File: config.mk
export PLATFORM = sky130hd
export DESIGN_NAME = spi_fsm_flat
export DESIGN_NICKNAME = d
export VERILOG_FILES = /design/src/rtl/spi_pkg.sv /design/src/rtl/spi_if.sv /design/src/rtl/spi_bitcounter.sv /design/src/rtl/spi_fsm.sv /design/src/flat_wrapper.sv
export SDC_FILE = /design/constraint.sdc
export NUM_CORES = 1
export LEC_CHECK = 0
export BUFFER_PORTS_ARGS = -buffer_cell sky130_fd_sc_hd__clkbuf_2
export CAP_MARGIN = 20
export CORE_MARGIN = 2
export CORE_UTILIZATION = 50
export CTS_CLUSTER_DIAMETER = 200
export DETAILED_ROUTE_END_ITERATION = 10
export MAX_ROUTING_LAYER = met4
export PLACE_DENSITY = 0.76
export SYNTH_ARGS = -nofsm -noshare
export SYNTH_HDL_FRONTEND = slang
export SYNTH_SLANG_ARGS = --single-unit
File: constraint.sdc
create_clock -name clk -period 2.3 [get_ports clk]
set_input_delay 0.46 -clock clk [delete_from_list [all_inputs] [get_ports clk]]
set_output_delay 0.46 -clock clk [all_outputs]
set_load 0.02 [all_outputs]
File: src/rtl/spi_pkg.sv
// spi_pkg: shared state encoding, R/W bit values and default frame width for the SPI slave.
package spi_pkg;
   typedef enum logic [3:0] {
      IDLE        = 4'd0,
      GET         = 4'd1,
      GOT         = 4'd2,
      READ_WAIT   = 4'd3,
      READ_LOAD   = 4'd4,
      READ_SEND   = 4'd5,
      WRITE_RECV  = 4'd6,
      WRITE_STORE = 4'd7,
      DONE        = 4'd8
   } state_t;
   localparam logic SPI_READ  = 1'b1;
   localparam logic SPI_WRITE = 1'b0;
   localparam int   SPI_WIDTH = 8;
   function automatic int cnt_bits(input int w);
      return (w > 1) ? $clog2(w) : 1;
   endfunction
endpackage

File: src/rtl/spi_if.sv
// spi_if: strobe/CS/R-W inputs and enable outputs of the SPI transaction controller.
interface spi_if import spi_pkg::*; #(parameter int width = SPI_WIDTH) ();
   logic sclkEdgeNeg;
   logic chipSelect;
   logic rwBit;
   logic addressLatchEnable;
   logic dataMemWriteEnable;
   logic parallelLoad;
   logic misoBufferEnable;
   logic busy;
   state_t state;
   logic [cnt_bits(width)-1:0] bitCount;
   modport master (
      output sclkEdgeNeg, chipSelect, rwBit,
      input  addressLatchEnable, dataMemWriteEnable, parallelLoad, misoBufferEnable, busy, state, bitCount
   );
   modport slave (
      input  sclkEdgeNeg, chipSelect, rwBit,
      output addressLatchEnable, dataMemWriteEnable, parallelLoad, misoBufferEnable, busy, state, bitCount
   );
endinterface

File: src/rtl/spi_bitcounter.sv
// spi_bitcounter: counts serial bit strobes within one frame; clear wins over inc.
module spi_bitcounter import spi_pkg::*; #(
   parameter int width = SPI_WIDTH
) (
   input  logic                       clk,
   input  logic                       reset,
   input  logic                       clear,
   input  logic                       inc,
   output logic [cnt_bits(width)-1:0] count,
   output logic                       last
);
   localparam int CW = cnt_bits(width);
   logic [CW-1:0] r_count;
   always_ff @(posedge clk or posedge reset) begin
      if (reset) r_count <= '0;
      else if (clear) r_count <= '0;
      else if (inc) r_count <= r_count + 1'b1;
   end
   assign count = r_count;
   assign last  = r_count == CW'(width - 1);
endmodule

File: src/rtl/spi_fsm.sv
// spi_fsm: SPI slave transaction controller; counts strobes, decodes R/W and
// issues registered (Moore) address-latch, write, load and MISO enables.
module spi_fsm import spi_pkg::*; #(
   parameter int width = SPI_WIDTH
) (
   input logic  clk,
   input logic  reset,
   spi_if.slave bus
);
   localparam int CW = cnt_bits(width);
   state_t r_state, w_next;
   logic r_ale, r_dmw, r_pl, r_miso, r_busy;
   logic w_strobe, w_inc, w_last, w_end;
   logic [CW-1:0] w_count;
   // CS high masks the strobe, so an aborting edge never counts or advances
   assign w_strobe = bus.sclkEdgeNeg && !bus.chipSelect;
   assign w_inc    = w_strobe && (r_state inside {GET, READ_SEND, WRITE_RECV});
   assign w_end    = w_inc && w_last;
   always_comb begin
      w_next = r_state;
      if (bus.chipSelect) w_next = IDLE;
      else begin
         case (r_state)
            IDLE:        w_next = GET;
            GET:         w_next = w_end ? GOT : GET;
            GOT:         w_next = (bus.rwBit == SPI_READ) ? READ_WAIT : WRITE_RECV;
            READ_WAIT:   w_next = READ_LOAD;
            READ_LOAD:   w_next = READ_SEND;
            READ_SEND:   w_next = w_end ? DONE : READ_SEND;
            WRITE_RECV:  w_next = w_end ? WRITE_STORE : WRITE_RECV;
            WRITE_STORE: w_next = DONE;
            DONE:        w_next = DONE;
            default:     w_next = IDLE;
         endcase
      end
   end
   spi_bitcounter #(.width(width)) u_cnt (
      .clk   (clk),
      .reset (reset),
      .clear (w_next != r_state),
      .inc   (w_inc),
      .count (w_count),
      .last  (w_last)
   );
   // outputs are decoded from the next state so they line up with the state register
   always_ff @(posedge clk or posedge reset) begin
      if (reset) begin
         r_state <= IDLE;
         r_ale   <= 1'b0;
         r_dmw   <= 1'b0;
         r_pl    <= 1'b0;
         r_miso  <= 1'b0;
         r_busy  <= 1'b0;
      end else begin
         r_state <= w_next;
         r_ale   <= w_next == GOT;
         r_dmw   <= w_next == WRITE_STORE;
         r_pl    <= w_next == READ_LOAD;
         r_miso  <= w_next == READ_SEND;
         r_busy  <= w_next != IDLE;
      end
   end
   assign bus.addressLatchEnable = r_ale;
   assign bus.dataMemWriteEnable = r_dmw;
   assign bus.parallelLoad       = r_pl;
   assign bus.misoBufferEnable   = r_miso;
   assign bus.busy               = r_busy;
   assign bus.state              = r_state;
   assign bus.bitCount           = w_count;
endmodule

File: src/flat_wrapper.sv
// flat-port wrapper written by rule: the top's interface ports become plain ports
module spi_fsm_flat import spi_pkg::*;
#(
   parameter int width = SPI_WIDTH
)
  (clk, reset, bus_sclkEdgeNeg, bus_chipSelect, bus_rwBit, bus_addressLatchEnable, bus_dataMemWriteEnable, bus_parallelLoad, bus_misoBufferEnable, bus_busy, bus_state, bus_bitCount);
  spi_if #(.width(width)) bus_i ();
  input logic clk;
  input logic reset;
  input wire logic [$bits(bus_i.sclkEdgeNeg)-1:0] bus_sclkEdgeNeg;
  input wire logic [$bits(bus_i.chipSelect)-1:0] bus_chipSelect;
  input wire logic [$bits(bus_i.rwBit)-1:0] bus_rwBit;
  output wire logic [$bits(bus_i.addressLatchEnable)-1:0] bus_addressLatchEnable;
  output wire logic [$bits(bus_i.dataMemWriteEnable)-1:0] bus_dataMemWriteEnable;
  output wire logic [$bits(bus_i.parallelLoad)-1:0] bus_parallelLoad;
  output wire logic [$bits(bus_i.misoBufferEnable)-1:0] bus_misoBufferEnable;
  output wire logic [$bits(bus_i.busy)-1:0] bus_busy;
  output wire logic [$bits(bus_i.state)-1:0] bus_state;
  output wire logic [$bits(bus_i.bitCount)-1:0] bus_bitCount;
  assign bus_i.sclkEdgeNeg = bus_sclkEdgeNeg;
  assign bus_i.chipSelect = bus_chipSelect;
  assign bus_i.rwBit = bus_rwBit;
  assign bus_addressLatchEnable = bus_i.addressLatchEnable;
  assign bus_dataMemWriteEnable = bus_i.dataMemWriteEnable;
  assign bus_parallelLoad = bus_i.parallelLoad;
  assign bus_misoBufferEnable = bus_i.misoBufferEnable;
  assign bus_busy = bus_i.busy;
  assign bus_state = bus_i.state;
  assign bus_bitCount = bus_i.bitCount;
  spi_fsm #(.width(width)) u_core (.clk(clk), .reset(reset), .bus(bus_i));
endmodule
==> results.json, run 1 <==
{
  "status": "finished, final reports clean",
  "synth-edff-count": 0,
  "drive_gt1_frac": 0.360,
  "post-route-period-util": 0.769,
  "period_needed_ps": 1770,
  "worst-endpoint-arrival_ps": 1900,
  "mappedNetlistNets": 78,
  "vias_per_cell": 5.83,
  "rr_worst_depth": 6,
  "insertion_delay_ps": 270,
  "grt_pass1_vias": 552,
  "fmax_mhz": 565,
  "rows": 13,
  "rsz0062_at_grt": "false",
  "use_met1": 0.287,
  "worst_ep_required_time_ps": 2430,
  "syn_area_per_cell_sq_um": 10.6,
  "power_density_nw_per_um2": 496,
  "cts_tree": "done",
  "io_buffers": 16,
  "fin_area_sq_um": 851,
  "reg2reg_slack_ps": 530,
  "crit_path_end_kind": "flop",
  "routed_wl_um": 1590,
  "post-route-drc-count": 0,
  "report.final.hold_viol_count": 0,
  "ys_seq_area_frac": 0.401,
  "gr-usage-all-layers": 0.203,
  "reg2reg_from": "u_core.u_cnt.count[0]$_DFFE_PP0P_",
  "synthCells": 71,
  "wl_per_cell_um": 15.8,
  "power.total_mw": 0.422,
  "ys_warn_count": 0,
  "crit_type": "flop to flop",
  "dp_cells": 97,
  "grt-ovfl-total": 0,
  "path_clk_slew_ps": 70,
  "cap_violations": 0,
  "areaGrowthSynthToFinish_pct": 13.5,
  "core_sq_um": 1350,
  "postCtsHoldBufs": 0,
  "ys_async_sr_fraction": 1.00,
  "yosysTopAreaCellShare": 0.401,
  "synth_flop_cell": "dfrtp_1",
  "io_pins": 17,
  "r2r_end": "u_core.bus.state[0]$_DFF_PP0_",
  "grt_util_met2": 0.276,
  "synth_area_leaders": "dfrtp_1 (40%), a2111oi_4 (3.7%), ha_1 (3.3%), o211ai_2 (3.3%), nor2_1 (3.0%)",
  "nets": 94,
  "final-max-slew-violation-count": 0,
  "antenna_found_initial": 0,
  "synth_seq_cells": 12,
  "finalSetupTns_ps": 0,
  "hp-class": "input port to async pin",
  "setup_viol": 0,
  "vias": 589,
  "die_area_sq_um": 1820,
  "crit_fanout": 6,
  "final_common_cell": "clkbuf_2",
  "synth_top_cell_by_area": "dfrtp_1",
  "grt_pass1_wl_um": 2680,
  "dp_hpwl_um": 1170,
  "slew_headroom": 0.689,
  "cp-start-kind": "flop",
  "clock-root-buffer": "clkbuf_4",
  "cts_max_level": 1,
  "initial_core_util": 0.555,
  "synthesis.area_sq_um": 749,
  "drtPass1Iterations": 4,
  "numCtsBuffers": 3,
  "ant_nets": 0,
  "finClkSkew_ps": 1.94,
  "ctsResizeCount": 0,
  "final_cell_mix": "clkbuf_2 (16), dfrtp_1 (12), nor2_1 (6)",
  "gp_congestion": 0.814,
  "instances_no_fill": 101,
  "fin_hold_ws_ps": 161,
  "post-cts-setup-buffer-count": 0,
  "peakVddDrop_v": 0.000300,
  "die_y_um": 42.7,
  "grt_max_degree": 17,
  "dpl_cell_area_sq_um": 815,
  "clock_sinks": 12,
  "cts_buffer_depth": 2,
  "gr-usage-met3": 0.0213,
  "diodes": 0,
  "synthDistinctLibCells": 39,
  "busiest_layer": "met1",
  "fp.dieW_um": 42.7,
  "drt_iter0_drc": 14,
  "p_leak_nw": 0.421,
  "tightestPinTransition_ps": 467
}
## state kept, by name (all words and copies together), names as in the netlist
register	count
u_core.bus.state	4
u_core.u_cnt.count	3
u_core.bus.parallelLoad	1
u_core.bus.addressLatchEnable	1
u_core.bus.busy	1
u_core.bus.dataMemWriteEnable	1
u_core.bus.misoBufferEnable	1
## critical path, stage by stage (launching register included)
cell,delay (ps)
dfrtp_1,410
ha_1,210
ha_1,210
and4bb_1,270
or2_2,340
nand3_1,140
nor3_1,70
## layer usage
metal / vias to the layer above / routed length [um]
met4: 0 / 20
li1: 293 / -
met3: 4 / 63
met5: - / 0
met2: 15 / 760
met1: 277 / 748
## final cells by class
cell class | count | area, sq um
Timing Repair Buffer | 16 | 80.1
Clock buffer | 4 | 36.3
Inverter | 4 | 15.0
Fill cell | 121 | 499
Multi-Input combinational cell | 50 | 400
Tap cell | 15 | 18.8
Sequential cell | 12 | 300
## worst max path at each step
stage / start / endpoint / slack [ps] / cells past startpoint
finish: u_core.u_cnt.count[0]$_DFFE_PP0P_ / u_core.bus.state[0]$_DFF_PP0_ / 530 / 6
global route: u_core.u_cnt.count[0]$_DFFE_PP0P_ / u_core.bus.state[0]$_DFF_PP0_ / 440 / 6
CTS: u_core.u_cnt.count[0]$_DFFE_PP0P_ / u_core.bus.state[0]$_DFF_PP0_ / 530 / 6
detailed placement: u_core.u_cnt.count[0]$_DFFE_PP0P_ / u_core.bus.state[0]$_DFF_PP0_ / 550 / 6
global placement: u_core.u_cnt.count[0]$_DFFE_PP0P_ / u_core.bus.state[0]$_DFF_PP0_ / 590 / 6
floorplan: u_core.u_cnt.count[0]$_DFFE_PP0P_ / u_core.bus.state[0]$_DFF_PP0_ / 570 / 6
## through the flow
| stage | setup WS, ps | util |
|---|---|---|
| final | 531 | 0.630 |
| after global routing | 437 | 0.630 |
| after CTS | 532 | 0.630 |
| after detailed placement | 555 | 0.603 |
| after global placement | 585 | 0.603 |
| after floorplan | 571 | - |
## where the power goes
group,internal (mW),total (mW),switching [mW]
registers,0.215,0.221,0.00610
logic,0.0141,0.0393,0.0252
clock network,0.0961,0.162,0.0658
## kinds of logic after synthesis
group / count (synthesis) / synth area share
adders and majority gates: 2 / 0.0334
DFF: 12 / 0.401
buffers and inverters: 9 / 0.0651
and+or+nand+nor: 30 / 0.252
AOI/OAI and AO/OA: 15 / 0.210
muxes: 2 / 0.0267
xor gates and xnor gates: 1 / 0.0117
## cell usage after synthesis, types with 2 or more instances
| master | n |
|---|---|
| nand4_1 | 2 |
| o21ai_0 | 2 |
| or2_2 | 2 |
| nor2_1 | 6 |
| dfrtp_1 | 12 |
| o211ai_2 | 2 |
| ha_1 | 2 |
| nand2_1 | 2 |
| inv_1 | 4 |
| nor3_1 | 3 |
| o21a_1 | 2 |
| buf_2 | 3 |
| mux2i_1 | 2 |
| nor3_2 | 2 |
(Power assumes the default switching activity.)
==> run 2: changes to the inputs <==
- clock period: 2.3 -> 1.8 ns (I/O delays scaled with it)
==> run 2 against run 1 <==
  * Core utilization grew 2.6 points
  * Highest routed layer unchanged
  * Worst hold slack lost 100 ps
  * Flip-flop and latch count is the same
  * Sequential power grew 27%
  * Total power grew 28%
  * Critical path type unchanged
  * Worst setup slack lost 480 ps
  * Combinational power grew 37%
  * Critical path depth is the same
  * Largest cell class unchanged
  * Die area is the same
  * Wire length shrank 0.19%
  * Register-to-register slack lost 480 ps
==> results.json, run 2 (same netlist as run 1, synthesis figures left out) <==
{
  "status": "finished, final reports clean",
  "worst_ep_required_time_ps": 1950,
  "tightestPinTransition_ps": 427,
  "post-route-drc-count": 0,
  "final_common_cell": "clkbuf_2",
  "path_clk_slew_ps": 70,
  "insertion_delay_ps": 260,
  "drt_iter0_drc": 20,
  "initial_core_util": 0.555,
  "postCtsHoldBufs": 0,
  "largest_register_ffs": 4,
  "p_leak_nw": 0.445,
  "die_y_um": 42.7,
  "hp-class": "input port to async pin",
  "rows": 13,
  "cts_buffer_depth": 2,
  "crit_fanout": 6,
  "cts_tree": "done",
  "grt-ovfl-total": 0,
  "final_cell_mix": "clkbuf_2 (16), dfrtp_1 (12), nor2_1 (6)",
  "cp-start-kind": "flop",
  "drive_gt1_frac": 0.411,
  "slew_headroom": 0.715,
  "nets": 98,
  "io_pins": 17,
  "fmax_mhz": 572,
  "antenna_found_initial": 0,
  "worst-endpoint-arrival_ps": 1900,
  "rsz0062_at_grt": "false",
  "power_density_nw_per_um2": 609,
  "clock-root-buffer": "clkbuf_4",
  "setup_viol": 0,
  "fp.dieW_um": 42.7,
  "final-max-slew-violation-count": 0,
  "finClkSkew_ps": 4.16,
  "crit_type": "flop to flop",
  "final.setup.worst_slack_ps": 52.2,
  "areaGrowthSynthToFinish_pct": 18.2,
  "grt_pass1_wl_um": 2640,
  "report.final.hold_viol_count": 0,
  "period_needed_ps": 1750,
  "die_area_sq_um": 1820,
  "post-route-period-util": 0.971,
  "numCtsBuffers": 3,
  "core_sq_um": 1350,
  "drtPass1Iterations": 4,
  "gr-usage-all-layers": 0.193,
  "routed_wl_um": 1590,
  "ant_nets": 0,
  "vias": 654,
  "finalSetupTns_ps": 0,
  "crit_path_end_kind": "flop",
  "io_buffers": 16,
  "diodes": 0,
  "post-place-ws_ps": 50.2,
  "peakVddDrop_v": 0.000395,
  "cap_violations": 0,
  "clock_sinks": 12,
  "gp_congestion": 0.877,
  "cts_max_level": 1,
  "wl_per_cell_um": 15.1,
  "grt_max_degree": 13,
  "vias_per_cell": 6.23,
  "grt_pass1_vias": 586,
  "dp_hpwl_um": 1230
}
[run 2: worst max-delay path, stage by stage, from the launching register on]
cell and delay, ps:
dfrtp_1 410, ha_1 220, ha_1 210, and4bb_2 280, or2_2 350, nand3_2 110
nor3_1 60
[run 2: timing repair]
action,CTS,global route
endpoints found under the hold margin,0,0
buffers inserted,0,0
gates resized for setup,0,2
setup endpoints to repair,0,4
[run 2: path summary, 6_finish.rpt]
kind                            cells past startpoint                                    end  slack (ps)                               from
worst min register to register                      1  u_core.bus.misoBufferEnable$_DFF_PP0_         510      u_core.bus.state[3]$_DFF_PP0_
max in group asynchronous                           2      u_core.bus.parallelLoad$_DFF_PP0_        1450                              reset
worst max register to register                      6          u_core.bus.state[0]$_DFF_PP0_          50  u_core.u_cnt.count[0]$_DFFE_PP0P_
worst max-delay path                                6          u_core.bus.state[0]$_DFF_PP0_          50  u_core.u_cnt.count[0]$_DFFE_PP0P_
worst min-delay path                                2          u_core.bus.state[0]$_DFF_PP0_          60                              reset
min in group clk                                    2              u_core.bus.busy$_DFF_PP0_         410                     bus_chipSelect
[run 2: area by class of cell]
class                      instances  area, sq um
fill                             111          464
timing repair buffer              20          110
multi-input combinational         50          405
clock buffer                       4         36.3
tap                               15         18.8
inverter                           4         15.0
sequential                        12          300
[run 2: report_power, final]
| part | internal (mW) | switching (mW) | leakage (nW) | total [mW] |
|---|---|---|---|---|
| Combinational | 0.0191 | 0.0346 | 0.261 | 0.0537 |
| Sequential | 0.274 | 0.00586 | 0.163 | 0.280 |
| Clock | 0.123 | 0.0832 | 0.0210 | 0.206 |
| Total | 0.416 | 0.124 | 0.445 | 0.540 |
[run 2: per-layer routing]
metal,share of wire,wire length (um),GRT usage
met1,0.46,729,0.270
met2,0.47,744,0.291
met3,0.053,84,0.0383
met4,0.019,30,0.0438
met5,0,0,-
[run 2: stage by stage]
step	cell area (sq um)	hold slack [ps]	power, mW	instances	utilization
finish	886	56.7	0.540	105	0.656
global route	886	101	0.568	105	0.656
CTS	881	68.3	0.546	105	0.652
detailed placement	845	356	0.340	101	0.626
global placement	845	350	0.337	101	0.626
floorplan	749	225	0.321	71	-
==> run 3: changes to the inputs <==
==> constraint.sdc (replaced) <==
create_clock -name clk -period 1.8 [get_ports clk]
set_input_delay 0.09 -clock clk [delete_from_list [all_inputs] [get_ports clk]]
set_output_delay 0.09 -clock clk [all_outputs]
set_load 0.02 [all_outputs]
==> run 3 against run 2 <==
  * Total power rose by 0.23%
  * Clock skew barely moved
  * Worst hold slack improved by 84 ps
  * Critical path depth did not move
  * Via count fell by 0.76%
  * Sequential share of layout area fell by 0.38 points
  * Die area did not move
  * Worst setup slack got worse by 4.7 ps
  * Sequential power barely moved
  * Non-clock buffer count rose by 1
  * Clock power barely moved
  * Count of clock-buffer cells in the layout did not move
  * Critical path type unchanged
  * Largest cell class unchanged
==> results.json, run 3 (same netlist as run 1, synthesis figures left out) <==
{
  "status": "finished, final reports clean",
  "slew_headroom": 0.715,
  "fin_area_sq_um": 896,
  "routed_wl_um": 1600,
  "final-max-slew-violation-count": 0,
  "finalSetupTns_ps": 0,
  "hp-class": "input port to flop",
  "grt-ovfl-total": 0,
  "period_needed_ps": 1750,
  "cp-start-kind": "flop",
  "finClkSkew_ps": 4.17,
  "power_density_nw_per_um2": 604,
  "grt_max_degree": 13,
  "vias": 649,
  "path_delay_family": "simple AND/OR/NAND/NOR gates",
  "areaGrowthSynthToFinish_pct": 19.5,
  "cts_buffer_depth": 2,
  "die_area_sq_um": 1820,
  "slowest_stage": "dfrtp_1",
  "crit_fanout": 6,
  "final_common_cell": "clkbuf_2",
  "post-route-drc-count": 0,
  "internal-power_mw": 0.417,
  "p_comb_frac": 0.102,
  "p_sw_frac": 0.228,
  "io_buffers": 16,
  "gp_congestion": 0.877,
  "ant_nets": 0,
  "insertion_delay_ps": 260,
  "final_util": 0.664,
  "cp_num_buf_inv": 0,
  "cp_cell_sequence": "ha_1 > ha_1 > and4bb_2 > or2_2 > nand3_2 > nor3_1",
  "min_from": "bus_chipSelect",
  "io_pins": 17,
  "dp_hpwl_um": 1230,
  "initial_core_util": 0.555,
  "clkPwrFrac": 0.380,
  "cts_tree": "done",
  "instances_no_fill": 106,
  "cts_max_level": 1,
  "cap_violations": 0,
  "p_leak_nw": 0.449,
  "reg2reg_from": "u_core.u_cnt.count[0]$_DFFE_PP0P_",
  "diodes": 0,
  "dp_cells": 101,
  "p_switching_mw": 0.123,
  "worst-endpoint-arrival_ps": 1900,
  "rows": 13,
  "clock-root-buffer": "clkbuf_4",
  "final_cell_mix": "clkbuf_2 (16), dfrtp_1 (12), nor2_1 (6)",
  "fmax_mhz": 571,
  "report.final.hold_viol_count": 0,
  "setup_viol": 0,
  "fp.dieW_um": 42.7,
  "cp_common_cell": "ha_1",
  "largest_register_ffs": 4,
  "cpPeakStageDelay_ps": 410,
  "numCtsBuffers": 3,
  "core_sq_um": 1350,
  "die_y_um": 42.7,
  "tightestPinTransition_ps": 427,
  "post-route-period-util": 0.974,
  "wl_per_cell_um": 15.1,
  "gr-usage-all-layers": 0.193,
  "clock_sinks": 12,
  "drt_iter0_drc": 22,
  "vias_per_cell": 6.12,
  "crit_path_end_kind": "flop",
  "worst_ep_required_time_ps": 1950,
  "peakVddDrop_v": 0.000394,
  "num-fill-cells": 111,
  "worstSetupStartpoint": "u_core.u_cnt.count[0]$_DFFE_PP0P_",
  "grt_pass1_vias": 586,
  "power_frac_seq": 0.518,
  "antenna_found_initial": 0,
  "drtPass1Iterations": 4,
  "nets": 99,
  "drive_gt1_frac": 0.407,
  "grt_pass1_wl_um": 2640,
  "dpl_cell_area_sq_um": 845,
  "rsz0062_at_grt": "false",
  "path_clk_slew_ps": 70,
  "crit_type": "flop to flop"
}
-- run 3: cell types whose count changed in the layout (fill, tap and decap cells not counted) --
| cell | before | now |
|---|---|---|
| dlygate4sd3_1 | 0 | 1 |
-- run 3: area by class of cell --
type	count	area, sq um	share of cell area
inverter	4	15.0	0.0168
clock buffer	4	36.3	0.0405
multi-input combinational	50	405	0.453
tap	15	18.8	0.0209
timing repair buffer	21	120	0.134
sequential	12	300	0.335
-- run 3: worst paths after layout --
path                       slack (ps)                                     to  cells after the start
min in group asynchronous         340          u_core.bus.state[0]$_DFF_PP0_                      3
max                                50          u_core.bus.state[0]$_DFF_PP0_                      6
max in group asynchronous        1160      u_core.bus.parallelLoad$_DFF_PP0_                      3
min                               140              u_core.bus.busy$_DFF_PP0_                      2
min reg2reg                       520  u_core.bus.misoBufferEnable$_DFF_PP0_                      1
max reg2reg                        50          u_core.bus.state[0]$_DFF_PP0_                      6
-- run 3: per-layer routing --
layer  up-vias  global-route usage  part of all wire
met5         -                   -                 0
met4         0              0.0438             0.012
met3         4              0.0383             0.054
met2        24               0.291              0.47
met1       318               0.270              0.47
li1        303                   -                 -
-- run 3: repair_timing --
action | CTS | global route
setup buffers | 0 | 0
gates resized for setup | 0 | 2
endpoints found under the hold margin | 12 | 0
endpoints found under the setup margin | 0 | 4
hold buffers | 1 | 0
-- run 3: stage by stage --
stage                     worst slack (ps)  power, mW  hold slack [ps]
after detailed placement              50.2      0.340             86.1
after global routing                  3.49      0.570              147
after global placement                98.9      0.337             80.1
after CTS                             27.6      0.547              147
final                                 47.4      0.541              140
after floorplan                       71.1      0.321            -45.3
-- run 3: power groups by stage --
stage                     Sequential, mW  Combinational, mW  Clock [mW]
final                              0.280             0.0553       0.205
after global routing               0.281             0.0609       0.228
after CTS                          0.280             0.0562       0.211
after detailed placement           0.285             0.0544           0
after global placement             0.285             0.0526           0
after floorplan                    0.290             0.0312           0
